### config.mk
export PLATFORM = sky130hd
export DESIGN_NAME = mac_sequencer_flat
export DESIGN_NICKNAME = d
export VERILOG_FILES = /design/src/rtl/mac_sequencer_if.sv /design/src/rtl/mac_sequencer.sv /design/src/flat_wrapper.sv
export SDC_FILE = /design/constraint.sdc
export NUM_CORES = 1
export LEC_CHECK = 0
export ABC_AREA = 0
export CORE_UTILIZATION = 40
export CTS_BUF_LIST = sky130_fd_sc_hd__clkbuf_8
export CTS_CLUSTER_SIZE = 25
export DETAILED_ROUTE_END_ITERATION = 7
export GPL_TIMING_DRIVEN = 0
export HOLD_SLACK_MARGIN = 0.06
export SLEW_MARGIN = 10
export SYNTH_ARGS = -nofsm -noshare
export SYNTH_HDL_FRONTEND = slang
export SYNTH_SLANG_ARGS = --single-unit
### constraint.sdc
create_clock -name system1000 -period 4.15 [get_ports system1000]
set_clock_uncertainty 0.2 [all_clocks]
set_input_delay 0.83 -clock system1000 [delete_from_list [all_inputs] [get_ports system1000]]
set_output_delay 0.83 -clock system1000 [all_outputs]
set_load 0.01 [all_outputs]
### src/rtl/mac_sequencer_if.sv
// Operand stream, result stream and status for the dot-product sequencer.
// The master side is the operand source / result consumer.
interface mac_sequencer_if #(
    parameter int WIDTH = 9
);
    logic                    start;
    logic                    in_valid;
    logic                    in_ready;
    logic signed [WIDTH-1:0] x;
    logic signed [WIDTH-1:0] y;
    logic                    out_valid;
    logic                    out_ready;
    logic signed [WIDTH-1:0] result;
    logic                    busy;

    modport master (
        output start, in_valid, x, y, out_ready,
        input  in_ready, out_valid, result, busy
    );

    modport slave (
        input  start, in_valid, x, y, out_ready,
        output in_ready, out_valid, result, busy
    );
endinterface

### src/rtl/mac_sequencer.sv
// Fixed-length signed dot-product sequencer: start, LEN accepted (x,y) beats,
// then hold acc on the result port until the consumer takes it.
module mac_sequencer #(
    parameter int WIDTH = 9,
    parameter int LEN   = 4
) (
    input  logic            system1000,
    input  logic            system1000_rstn,
    mac_sequencer_if.slave  bus
);
    localparam int             CW   = $clog2(LEN + 1);
    localparam logic [CW-1:0]  LAST = CW'(LEN - 1);

    typedef enum logic [1:0] {IDLE, ACCUM, DONE} state_t;

    state_t                  state, state_nx;
    logic signed [WIDTH-1:0] acc, acc_nx;
    logic signed [WIDTH-1:0] res_q, res_nx;
    logic [CW-1:0]           cnt, cnt_nx;
    logic signed [WIDTH-1:0] prod, sum;

    // Both product and sum wrap to WIDTH bits, matching the MAC stage.
    assign prod = bus.x * bus.y;
    assign sum  = acc + prod;

    always_ff @(posedge system1000 or negedge system1000_rstn) begin
        if (!system1000_rstn) begin
            state <= IDLE;
            acc   <= '0;
            cnt   <= '0;
            res_q <= '0;
        end else begin
            state <= state_nx;
            acc   <= acc_nx;
            cnt   <= cnt_nx;
            res_q <= res_nx;
        end
    end

    always_comb begin
        state_nx = state;
        acc_nx   = acc;
        cnt_nx   = cnt;
        res_nx   = res_q;
        case (state)
            IDLE: begin
                if (bus.start) begin
                    state_nx = ACCUM;
                    acc_nx   = '0;
                    cnt_nx   = '0;
                end
            end
            ACCUM: begin
                // in_ready is a pure state decode, so in_valid alone marks a beat here
                if (bus.in_valid) begin
                    acc_nx = sum;
                    cnt_nx = cnt + 1'b1;
                    if (cnt == LAST) begin
                        res_nx   = sum;
                        state_nx = DONE;
                    end
                end
            end
            DONE: begin
                if (bus.out_ready) state_nx = IDLE;
            end
            default: state_nx = IDLE;
        endcase
    end

    assign bus.in_ready  = (state == ACCUM);
    assign bus.out_valid = (state == DONE);
    assign bus.busy      = (state != IDLE);
    assign bus.result    = res_q;
endmodule

### src/flat_wrapper.sv
// flat-port wrapper written by rule: the top's interface ports become plain ports
module mac_sequencer_flat 
#(
    parameter int WIDTH = 9,
    parameter int LEN   = 4
)
  (system1000, system1000_rstn, bus_start, bus_in_valid, bus_x, bus_y, bus_out_ready, bus_in_ready, bus_out_valid, bus_result, bus_busy);
  mac_sequencer_if #(.WIDTH(WIDTH)) bus_i ();
  input  logic system1000;
  input  logic system1000_rstn;
  input wire logic [$bits(bus_i.start)-1:0] bus_start;
  input wire logic [$bits(bus_i.in_valid)-1:0] bus_in_valid;
  input wire logic [$bits(bus_i.x)-1:0] bus_x;
  input wire logic [$bits(bus_i.y)-1:0] bus_y;
  input wire logic [$bits(bus_i.out_ready)-1:0] bus_out_ready;
  output wire logic [$bits(bus_i.in_ready)-1:0] bus_in_ready;
  output wire logic [$bits(bus_i.out_valid)-1:0] bus_out_valid;
  output wire logic [$bits(bus_i.result)-1:0] bus_result;
  output wire logic [$bits(bus_i.busy)-1:0] bus_busy;
  assign bus_i.start = bus_start;
  assign bus_i.in_valid = bus_in_valid;
  assign bus_i.x = bus_x;
  assign bus_i.y = bus_y;
  assign bus_i.out_ready = bus_out_ready;
  assign bus_in_ready = bus_i.in_ready;
  assign bus_out_valid = bus_i.out_valid;
  assign bus_result = bus_i.result;
  assign bus_busy = bus_i.busy;
  mac_sequencer #(.WIDTH(WIDTH), .LEN(LEN)) u_core (.system1000(system1000), .system1000_rstn(system1000_rstn), .bus(bus_i));
endmodule
==> summary.txt, run 1 <==
Clock tree
  – H-tree lvl count: 1
  – Max Root-Sink Buffers: 2
  – CTS sink cnt: 23
  – Clk_lat worst skew: around 0.26 ns
  – CTS tree: done
  – Hold-fix buffers, CTS: 0
  – CTS root buf: clkbuf_8
  – Reg clk slew, reported paths: 0.08 ns
  – CTS Buf Count: 3

Placed design
  – Dpl hpwl: 3.65 mm
  – Gpl congestion: ~0.8
  – Port buffer count: 33
  – Post-place setup slack: -1.38 ns

Setup path
  – CP max-delay cell: fa_1
  – CP required: just over 4 ns
  – CP bufs+invs: 7
  – Crit path top cell by count: fa_1
  – CP max stage delay: around 0.51 ns
  – Worst Setup Path Type: in -> reg
  – CP cell instances: buf_12 -> buf_6 -> buf_6 -> nand2_2 -> fa_1 -> inv_1 -> fa_1 -> ha_4 -> fa_1 -> inv_1 -> fa_1 -> inv_2 -> ha_4 -> inv_2 -> o21bai_1 -> a21oi_2 -> xnor2_2 -> mux2_4
  – Crit. End Element: register
  – CP top delay family: adder cells
  – Worst EP arrival: 4.49 ns
  – CP max FO: 5
  – Worst Setup Start Kind: input pin

Yosys
  – Register area share after synthesis: 0.248
  – Cell with the most instances after synthesis: nand2_1
  – Cell Area, Synth: 2320 um^2
  – Synth top cells by count: nand2_1, ha_1, inv_1
  – Ys async rst share: 1.00
  – EDFF count, synth: 0
  – Area contributors post-synth: dfrtp_1, fa_1, ha_1
  – Cells after Synth: 227
  – Syn avg cell area: 10.2 um^2
  – Synthesis-stage register bit count: 23
  – Syn nets: 304
  – Synth top area share: 0.248
  – Synth Flop Type: dfrtp_1
  – Synth area leader: dfrtp_1
  – Number of distinct library cells after synthesis: 29
  – YS warnings: 0

Die
  – Row cnt: 27
  – Core area: 5540 um^2
  – # IOs: 35
  – Chip height: 78.2 um
  – Die area: 6110 um^2
  – Effective utilization at floorplan: 0.419
  – Die Width: 78.2 um

Routing
  – DRT Pass-1 Iters: 3
  – Routed vias/inst: 4.87
  – Final antenna-violating net count: 0
  – Drt wl/cell: 13.2 um
  – Drt drc: 0
  – 1st-iter DRT viols: 27
  – Vias: 1671
  – Final WL: 4.54 mm

Timing
  – Period utilization: 1.09
  – Least-Margin Pin Slew: 1.04 ns
  – Slew headroom: 0.307
  – Pins Over Slew Limit: 0
  – Hold Slack: 0.288 ns
  – Final Hold Viols: 0
  – Max Clock Freq: 220 MHz
  – RSZ-0062 raised after global routing: yes
  – Setup TNS: -2.01 ns
  – Min Tclk post-route: ~4.5 ns
  – Endpoints failing setup: 8
  – Setup slack after layout: -0.391 ns

Final layout
  – Diode count: 0
  – Fillers: 498
  – Layout cells sized above 1: 0.280
  – Nets@finish: around 350
  – Util after Layout: 0.562
  – Area grow syn2layout: 34.2%

GRT
  – First-pass GRT wire length: 7.99 mm
  – Total GRT Usage: 0.168
  – Largest net degree at the start of global routing: 24
  – Initial antenna violation count: 0
  – Number of global-route vias before repair: between 1500 and 2000
  – Gr ovfl total: 0

Min path
  – Hold Path Class: reg -> reg

Power and ir drop
  – Peak VDD IR: about 0.53 mV
  – PD cells: approximately 730 nW/um^2
  – Design Power: 2.26 mW
  – Pleak: 1.51 nW

Run status
  – Status: finished, violations left
  – Failing checks: negative setup slack

Flow run
  – Max Cap Violations: 0
## what timing repair did
action | 4_1_cts | 5_1_grt
gates resized for setup | 108 | 9
endpoints found under the setup margin | 12 | 9
hold endpoints to repair | 0 | 0
setup buffers | 8 | 0
pin swaps | 24 | 11
## through the flow
stage | cells | area [um^2]
after floorplan | 227 | 2390
after global placement | 332 | 2810
after detailed placement | 332 | 2810
after CTS | 344 | 3090
after global routing | 343 | 3120
final | 343 | 3120
## power breakdown
part           internal, mW  switching, mW  total, mW
sequential            0.333         0.0679      0.401
combinational         0.965          0.758       1.72
clock                0.0660         0.0690      0.135
total                  1.36          0.895       2.26
## tightest hold or removal path, stage by stage, from the launching register on
cell	delay (ns)
dfrtp_1	0.35
nand2_1	0.05
o41ai_1	0.06
## final cells by class
class / count / area, um^2 / area share
Clock inverter: 1 / 3.75 / 0.00120
Buffer: 4 / 47.5 / 0.0153
Multi-Input combinational cell: 167 / 1850 / 0.593
Clock buffer: 3 / 41.3 / 0.0133
Sequential cell: 23 / 576 / 0.185
Timing Repair Buffer: 40 / 385 / 0.124
Tap cell: 72 / 90.1 / 0.0289
Inverter: 33 / 124 / 0.0398
## cell usage in the layout, fill, tap and decap left out, types with 3 or more instances in the layout
cell type,count
xor2_1,4
inv_2,8
xnor2_1,12
clkdlybuf4s50_1,20
ha_4,9
fa_1,18
a22o_1,8
nand2_1,30
nand2_4,4
and2_1,10
mux2_4,3
clkbuf_8,3
fa_2,4
buf_4,9
mux2_1,4
nand2_2,7
xnor2_2,4
dfrtp_1,23
o21ai_1,4
buf_2,4
ha_1,23
inv_1,26
buf_6,8
## path summary, 6_finish.rpt
check                                          start                          endpoint  slack, ns  depth (start not counted)
max                                         bus_y[1]  u_core.bus.result[7]$_DFFE_PN0P_      -0.39                         18
min                        u_core.cnt[2]$_DFFE_PN0P_         u_core.cnt[2]$_DFFE_PN0P_       0.29                          2
max reg2reg                u_core.acc[4]$_DFFE_PN0P_  u_core.bus.result[8]$_DFFE_PN0P_       0.77                         12
min reg2reg                u_core.cnt[2]$_DFFE_PN0P_         u_core.cnt[2]$_DFFE_PN0P_       0.29                          2
max in group asynchronous            system1000_rstn         u_core.acc[6]$_DFFE_PN0P_       2.20                          1
min in group asynchronous            system1000_rstn  u_core.bus.result[0]$_DFFE_PN0P_       0.93                          1
## sequential cells by signal (all words and copies together), names as in the netlist
signal and cells:
u_core.acc 9, u_core.state 2, u_core.cnt 3, u_core.bus.result 9
## kinds of logic after synthesis
| kind of cell | count (synthesis) | synth area share |
|---|---|---|
| AOI/OAI and AO/OA | 25 | 0.0744 |
| xor gates and xnor gates | 23 | 0.0991 |
| adders and majority gates | 54 | 0.362 |
| buffers and inverters | 37 | 0.0673 |
| DFF | 23 | 0.248 |
| muxes | 7 | 0.0339 |
| and+or+nand+nor | 58 | 0.115 |
## layer usage
metal  track usage  vias up  part of all wire
met4        0.0222        0            0.0044
met1         0.240      832              0.47
met2         0.268       17              0.50
met5             0        -                 0
li1              -      820                 -
met3        0.0349        2             0.022
No activity file was read; power rests on OpenSTA's default activity.
==> run 2, diff against run 1 <==
--- a/config.mk
+++ b/config.mk
@@ -12,7 +12,6 @@
 export DETAILED_ROUTE_END_ITERATION = 7
 export GPL_TIMING_DRIVEN = 0
 export HOLD_SLACK_MARGIN = 0.06
-export SLEW_MARGIN = 10
 export SYNTH_ARGS = -nofsm -noshare
 export SYNTH_HDL_FRONTEND = slang
 export SYNTH_SLANG_ARGS = --single-unit
==> results of run 2 <==
Same layout as run 1: the final DEF is identical, and so are final timing and power.
==> run 3, diff against run 2 <==
--- a/config.mk
+++ b/config.mk
@@ -8,7 +8,7 @@
 export ABC_AREA = 0
 export CORE_UTILIZATION = 40
 export CTS_BUF_LIST = sky130_fd_sc_hd__clkbuf_8
-export CTS_CLUSTER_SIZE = 25
+export CTS_CLUSTER_DIAMETER = 50
 export DETAILED_ROUTE_END_ITERATION = 7
 export GPL_TIMING_DRIVEN = 0
 export HOLD_SLACK_MARGIN = 0.06
==> results of run 3 <==
Same layout as run 1: the final DEF is identical, and so are final timing and power.
